==> config.mk <==
export PLATFORM = sky130hd
export DESIGN_NAME = moving_avg_win
export DESIGN_NICKNAME = d
export VERILOG_FILES = /design/src/rtl/moving_avg_win.sv
export SDC_FILE = /design/constraint.sdc
export NUM_CORES = 1
export LEC_CHECK = 0
export CAP_MARGIN = 20
export CORE_MARGIN = 5
export CORE_UTILIZATION = 65
export CTS_BUF_LIST = sky130_fd_sc_hd__clkbuf_2 sky130_fd_sc_hd__clkbuf_4 sky130_fd_sc_hd__clkbuf_8
export DETAILED_ROUTE_END_ITERATION = 10
export PLACE_DENSITY = 0.92
export REMOVE_ABC_BUFFERS = 1
export SETUP_SLACK_MARGIN = 0.15
export SYNTH_ARGS = -nofsm -noshare
export SYNTH_HDL_FRONTEND = slang
export SYNTH_SLANG_ARGS = --single-unit
==> constraint.sdc <==
create_clock -name CLK -period 16.6 [get_ports CLK]
set_input_delay 2.49 -clock CLK [delete_from_list [all_inputs] [get_ports CLK]]
set_output_delay 2.49 -clock CLK [all_outputs]
set_load 0.05 [all_outputs]
==> src/rtl/moving_avg_win.sv <==
`default_nettype none
// ============================================================================
// Module   : moving_avg_win
// Brief    : Windowed moving average over the last 2^LOG2_N signed samples.
//            Optional macro MOVING_AVG_ROUND_EN selects round-half-up output.
// Revision : 1.0 - initial release
// ============================================================================
module moving_avg_win #(
    parameter int WL     = 32,
    parameter int LOG2_N = 2
) (
    input  logic                 CLK,
    input  logic                 RST,
    input  logic                 EN,
    input  logic                 clear,
    input  logic                 in_valid,
    input  logic signed [WL-1:0] data_in,
    output logic signed [WL-1:0] data_out,
    output logic                 out_valid,
    output logic                 win_full
);

    localparam int c_n  = 1 << LOG2_N;
    localparam int c_pw = (LOG2_N > 0) ? LOG2_N : 1;
    localparam int c_fw = LOG2_N + 1;
    localparam int c_sw = WL + LOG2_N;

    logic signed [WL-1:0]   buf_q [c_n];
    logic [c_pw-1:0]        wr_ptr_q, wr_ptr_d;
    logic [c_fw-1:0]        fill_q, fill_d;
    logic signed [c_sw-1:0] sum_q, sum_d;
    logic signed [WL-1:0]   data_out_q;
    logic                   out_valid_q;
    logic                   win_full_q;

    logic                   w_accept;
    logic                   w_full_now;
    logic [c_pw-1:0]        w_ptr_base;
    logic signed [c_sw-1:0] w_din_ext;
    logic signed [c_sw-1:0] w_old_ext;
    logic signed [WL-1:0]   w_avg;

    assign w_accept   = EN & in_valid;
    assign w_full_now = (fill_q == c_fw'(c_n));
    // A clear coinciding with an accept restarts the window at entry 0.
    assign w_ptr_base = clear ? '0 : wr_ptr_q;
    assign w_din_ext  = c_sw'(data_in);
    assign w_old_ext  = c_sw'(buf_q[wr_ptr_q]);

    always_comb begin
        sum_d    = sum_q;
        fill_d   = fill_q;
        wr_ptr_d = wr_ptr_q;
        if (EN) begin
            if (in_valid) begin
                wr_ptr_d = (w_ptr_base == c_pw'(c_n - 1)) ? '0 : w_ptr_base + c_pw'(1);
                if (clear) begin
                    sum_d  = w_din_ext;
                    fill_d = c_fw'(1);
                end else if (w_full_now) begin
                    sum_d = sum_q + w_din_ext - w_old_ext;
                end else begin
                    sum_d  = sum_q + w_din_ext;
                    fill_d = fill_q + c_fw'(1);
                end
            end else if (clear) begin
                sum_d    = '0;
                fill_d   = '0;
                wr_ptr_d = '0;
            end
        end
    end

`ifdef MOVING_AVG_ROUND_EN
    generate
        if (LOG2_N > 0) begin : g_round
            localparam logic signed [c_sw-1:0] c_half =
                {{(c_sw-1){1'b0}}, 1'b1} << (LOG2_N - 1);
            logic signed [c_sw-1:0] w_rnd;
            logic                   w_unused_lsb;
            assign w_rnd        = sum_d + c_half;
            assign w_avg        = w_rnd[c_sw-1:LOG2_N];
            assign w_unused_lsb = ^w_rnd[LOG2_N-1:0];
        end else begin : g_no_round
            assign w_avg = sum_d[c_sw-1:LOG2_N];
        end
    endgenerate
`else
    // Dropping the low LOG2_N bits of a two's-complement sum is floor division.
    assign w_avg = sum_d[c_sw-1:LOG2_N];
`endif

    always_ff @(posedge CLK) begin
        if (RST) begin
            sum_q       <= '0;
            fill_q      <= '0;
            wr_ptr_q    <= '0;
            data_out_q  <= '0;
            out_valid_q <= 1'b0;
            win_full_q  <= 1'b0;
        end else begin
            sum_q       <= sum_d;
            fill_q      <= fill_d;
            wr_ptr_q    <= wr_ptr_d;
            out_valid_q <= w_accept;
            win_full_q  <= (fill_d == c_fw'(c_n));
            if (w_accept) begin
                data_out_q <= w_avg;
            end
        end
    end

    // Stale entries are never read: the fill count gates the subtraction.
    always_ff @(posedge CLK) begin
        if (!RST && w_accept) begin
            buf_q[w_ptr_base] <= data_in;
        end
    end

    assign data_out  = data_out_q;
    assign out_valid = out_valid_q;
    assign win_full  = win_full_q;

endmodule
`default_nettype wire

==> results by group <==
Hold path
  • Hold_sp: sum_q[23]
  • Hold Crit Class: reg -> reg
  • Hold Path Sink: sum_q[23]
  • Hold Path Depth: 2

Die
  • Die width: 142 um
  • Initial core utilization: 65.9%
  • Top Ports: 71
  • Die area: between 20000 and 25000 um2
  • Die height: about 140 um
  • CORE AREA: ~17000 um2
  • Num rows: 48

Synth
  • Cells after synthesis: 1057
  • Number of synthesized flops with an enable pin: approximately 130
  • #FFs+latches synth: 203
  • Asr flop ratio synth: 0%
  • Synth area leader: edfxtp_1
  • Main area contributors after synthesis: edfxtp_1 34%, dfxtp_1 13%, ha_1 7.7%
  • Mean Syn Cell Area: 10.7 um2
  • Count leader, synth: edfxtp_1
  • Synth warn: 0
  • Mapped Area: 11300 um2
  • Main synth FF type: edfxtp_1
  • Commonest cells in the netlist: 128 x edfxtp_1, 105 x nand2_1, 104 x a21oi_1
  • Distinct cells, synth: 83
  • Synth top area share: 34.0%
  • Seq/Total Area, Yosys: 47.2%

STA
  • Setup Viol. Count Final: 0
  • Slew Limit Fails: 0
  • Sum Neg Setup Slack: 0 ns
  • Worst setup margin: around 8.9 ns
  • RSZ-0062 raised after global routing: no
  • Slew @ Worst Pin: 0.906 ns
  • Fmax: 129 MHz
  • Skew final: 0.0226 ns
  • Slew headroom: 39.6%
  • Final min period: 7.75 ns
  • Final hold slack: 0.455 ns
  • Fin. Hold Viols: 0
  • Tcrit/Tclk final: 46.7%

Placement
  • Port bufs: 70
  • Pre-CTS WS: 8.39 ns
  • Area of placed instances: 12300 um2
  • DP HPWL: 19200 um
  • Routability cong.: 0.960
  • Placed cells: 1325

Cells and area
  • Cell Count, Final, Fillers Out: approximately 1400
  • Final Cell Area: 12900 um2
  • Final Util: 75.1%
  • Share of cells above drive strength 1: 11.1%
  • Antenna cell count: 0
  • Area delta synth->final: 13.9%
  • Nets: ~1200

Power
  • Final Total Pwr: 1.30 mW
  • NetSw: between 300 and 400 uW
  • Lkg Pwr: 5.17 nW
  • Max rail drop VDD: around 99 uV
  • Logic pwr share: about a quarter
  • Seq pwr share: between 40% and 50%
  • Sw Share: 30.3%
  • Cell Int Power: around 900 uW
  • PD cells: 101 nW/um2
  • Clock Power Share: 32.7%

Clock network
  • CTS sink cnt: 203
  • PostCTS Resize Cnt: 0
  • Number of CTS-inserted buffers: 31
  • Root buffer cell: clkbuf_8
  • CTS tree: yes
  • Number of setup buffers added after CTS: 0
  • H-tree depth: 1
  • # hold bufs at CTS: 0
  • Clock Latency Late Sink: 0.57 ns
  • CTS max path bufs: 3
  • Reg clk slew, reported paths: 0.07 ns

Routing
  • ANT nets after route: 0
  • Drt first pass iters: 5
  • Drc violations: 0
  • Average wire per standard cell: 20.9 um
  • First DRT Iteration DRCs: 914
  • Vias: 9024
  • Drt total wl: 28800 um
  • Routed vias/inst: 6.53

Global routing
  • Antenna violations before repair: 0
  • Vias in the first global route: 9130
  • First-pass GRT wire length: 46600 um
  • Total gr overflow: 0
  • Largest net degree at the start of global routing: 50
  • GRT Util Overall: 28.9%

Setup path
  • Critical path class: in -> reg
  • Setup crit end kind: flop
  • RR Startpoint: sum_q[0]
  • Worst-case reg-to-reg path depth: 23
  • CP Max Fanout: 6
  • R2R Path End: sum_q[30]
  • Worst R2R Setup Slack: 11.05 ns
  • Crit start category: input pin
  • Worst endpoint required time: 17.05 ns
  • Crit path launch: data_in[0]
  • Worst EP arrival: 8.19 ns

Run status
  • Status: complete, no violations

Job
  • Max Cap Viol: 0
[flip-flops by register name, summed over array words and instances, names as in the netlist, named ones only]
register   count
fill_q         3
wr_ptr_q       2
data_out      32
out_valid      1
buf_q        128
win_full       1
sum_q         34
[kinds of logic (layout without fill, tap and decap cells)]
group	Yosys count	count (layout)	synth area share [%]
AND/OR/NAND/NOR	277	277	11.6
multiplexers	35	35	6.63
XOR/XNOR	51	51	3.95
adder cells (fa/ha/maj)	72	72	8.09
buffers and inverters	96	196	3.23
AO/OA/AOI/OAI	323	323	19.3
flip-flops	203	203	47.2
[cell usage in the layout (no fill, tap or decap), types with 4 or more instances in the layout]
cell type / count
a211oi_1: 13
a21boi_0: 6
a21o_1: 44
a21oi_1: 104
a21oi_2: 4
a22oi_1: 7
a311oi_1: 4
a31oi_1: 5
and2_1: 7
and3_1: 16
buf_4: 16
clkbuf_4: 5
clkbuf_8: 34
clkdlybuf4s50_1: 69
clkinv_1: 7
clkinv_2: 9
dfxtp_1: 74
edfxtp_1: 128
ha_1: 70
inv_1: 51
mux4_2: 32
nand2_1: 105
nand2b_1: 7
nand3_1: 15
nand4_1: 8
nor2_1: 71
nor2b_1: 7
nor3_1: 12
nor3b_1: 4
o211ai_1: 25
o21a_1: 10
o21ai_0: 44
o21bai_1: 7
o31ai_1: 5
xnor2_1: 29
xor2_1: 22
[layer usage]
metal / global-route usage (%) / vias up / routed length [um]
met3: 4.77 / 70 / 2500
met4: 9.70 / 0 / 816
met1: 38.7 / 4350 / 11800
li1: - / 4123 / -
met2: 48.4 / 481 / 13700
met5: 0 / - / 0
[power groups by stage]
stage / combinational [mW] / sequential, mW / clock, mW
2_1_floorplan: 0.206 / 0.586 / 0
3_3_place_gp: 0.298 / 0.567 / 0
3_5_place_dp: 0.307 / 0.568 / 0
4_1_cts: 0.312 / 0.557 / 0.430
5_1_grt: 0.344 / 0.558 / 0.459
6_report: 0.319 / 0.558 / 0.426
[critical path, cell delays in order]
cell	delay [ns]
clkdlybuf4s50_1	0.52
ha_1	0.31
fa_1	0.43
a21oi_1	0.23
o2bb2ai_1	0.15
and3b_1	0.20
or3b_4	0.40
a21o_1	0.22
a21o_1	0.18
a21oi_1	0.17
xnor2_1	0.11
ha_1	0.35
nand2_1	0.10
or2_2	0.31
nor2_1	0.11
o211ai_1	0.11
a21boi_0	0.39
o22ai_2	0.17
and4b_1	0.24
o21ai_2	0.34
a311oi_2	0.21
xnor2_1	0.17
a21oi_1	0.17
o21ai_0	0.11
[worst max-delay path by stage]
stage,to,depth (start not counted)
final,sum_q[30],24
after global routing,sum_q[30],24
after CTS,data_out[24],24
after detailed placement,data_out[24],24
after global placement,data_out[28],24
after floorplan,data_out[24],23
[cell type report]
| type | instances | area [um2] |
|---|---|---|
| clock inverter | 18 | 135 |
| tap | 225 | 282 |
| multi-input combinational | 758 | 5610 |
| clock buffer | 39 | 505 |
| inverter | 53 | 199 |
| timing repair buffer | 86 | 816 |
| sequential | 203 | 5350 |
| fill | 1148 | 4290 |
No activity file was read; power rests on OpenSTA's default activity.
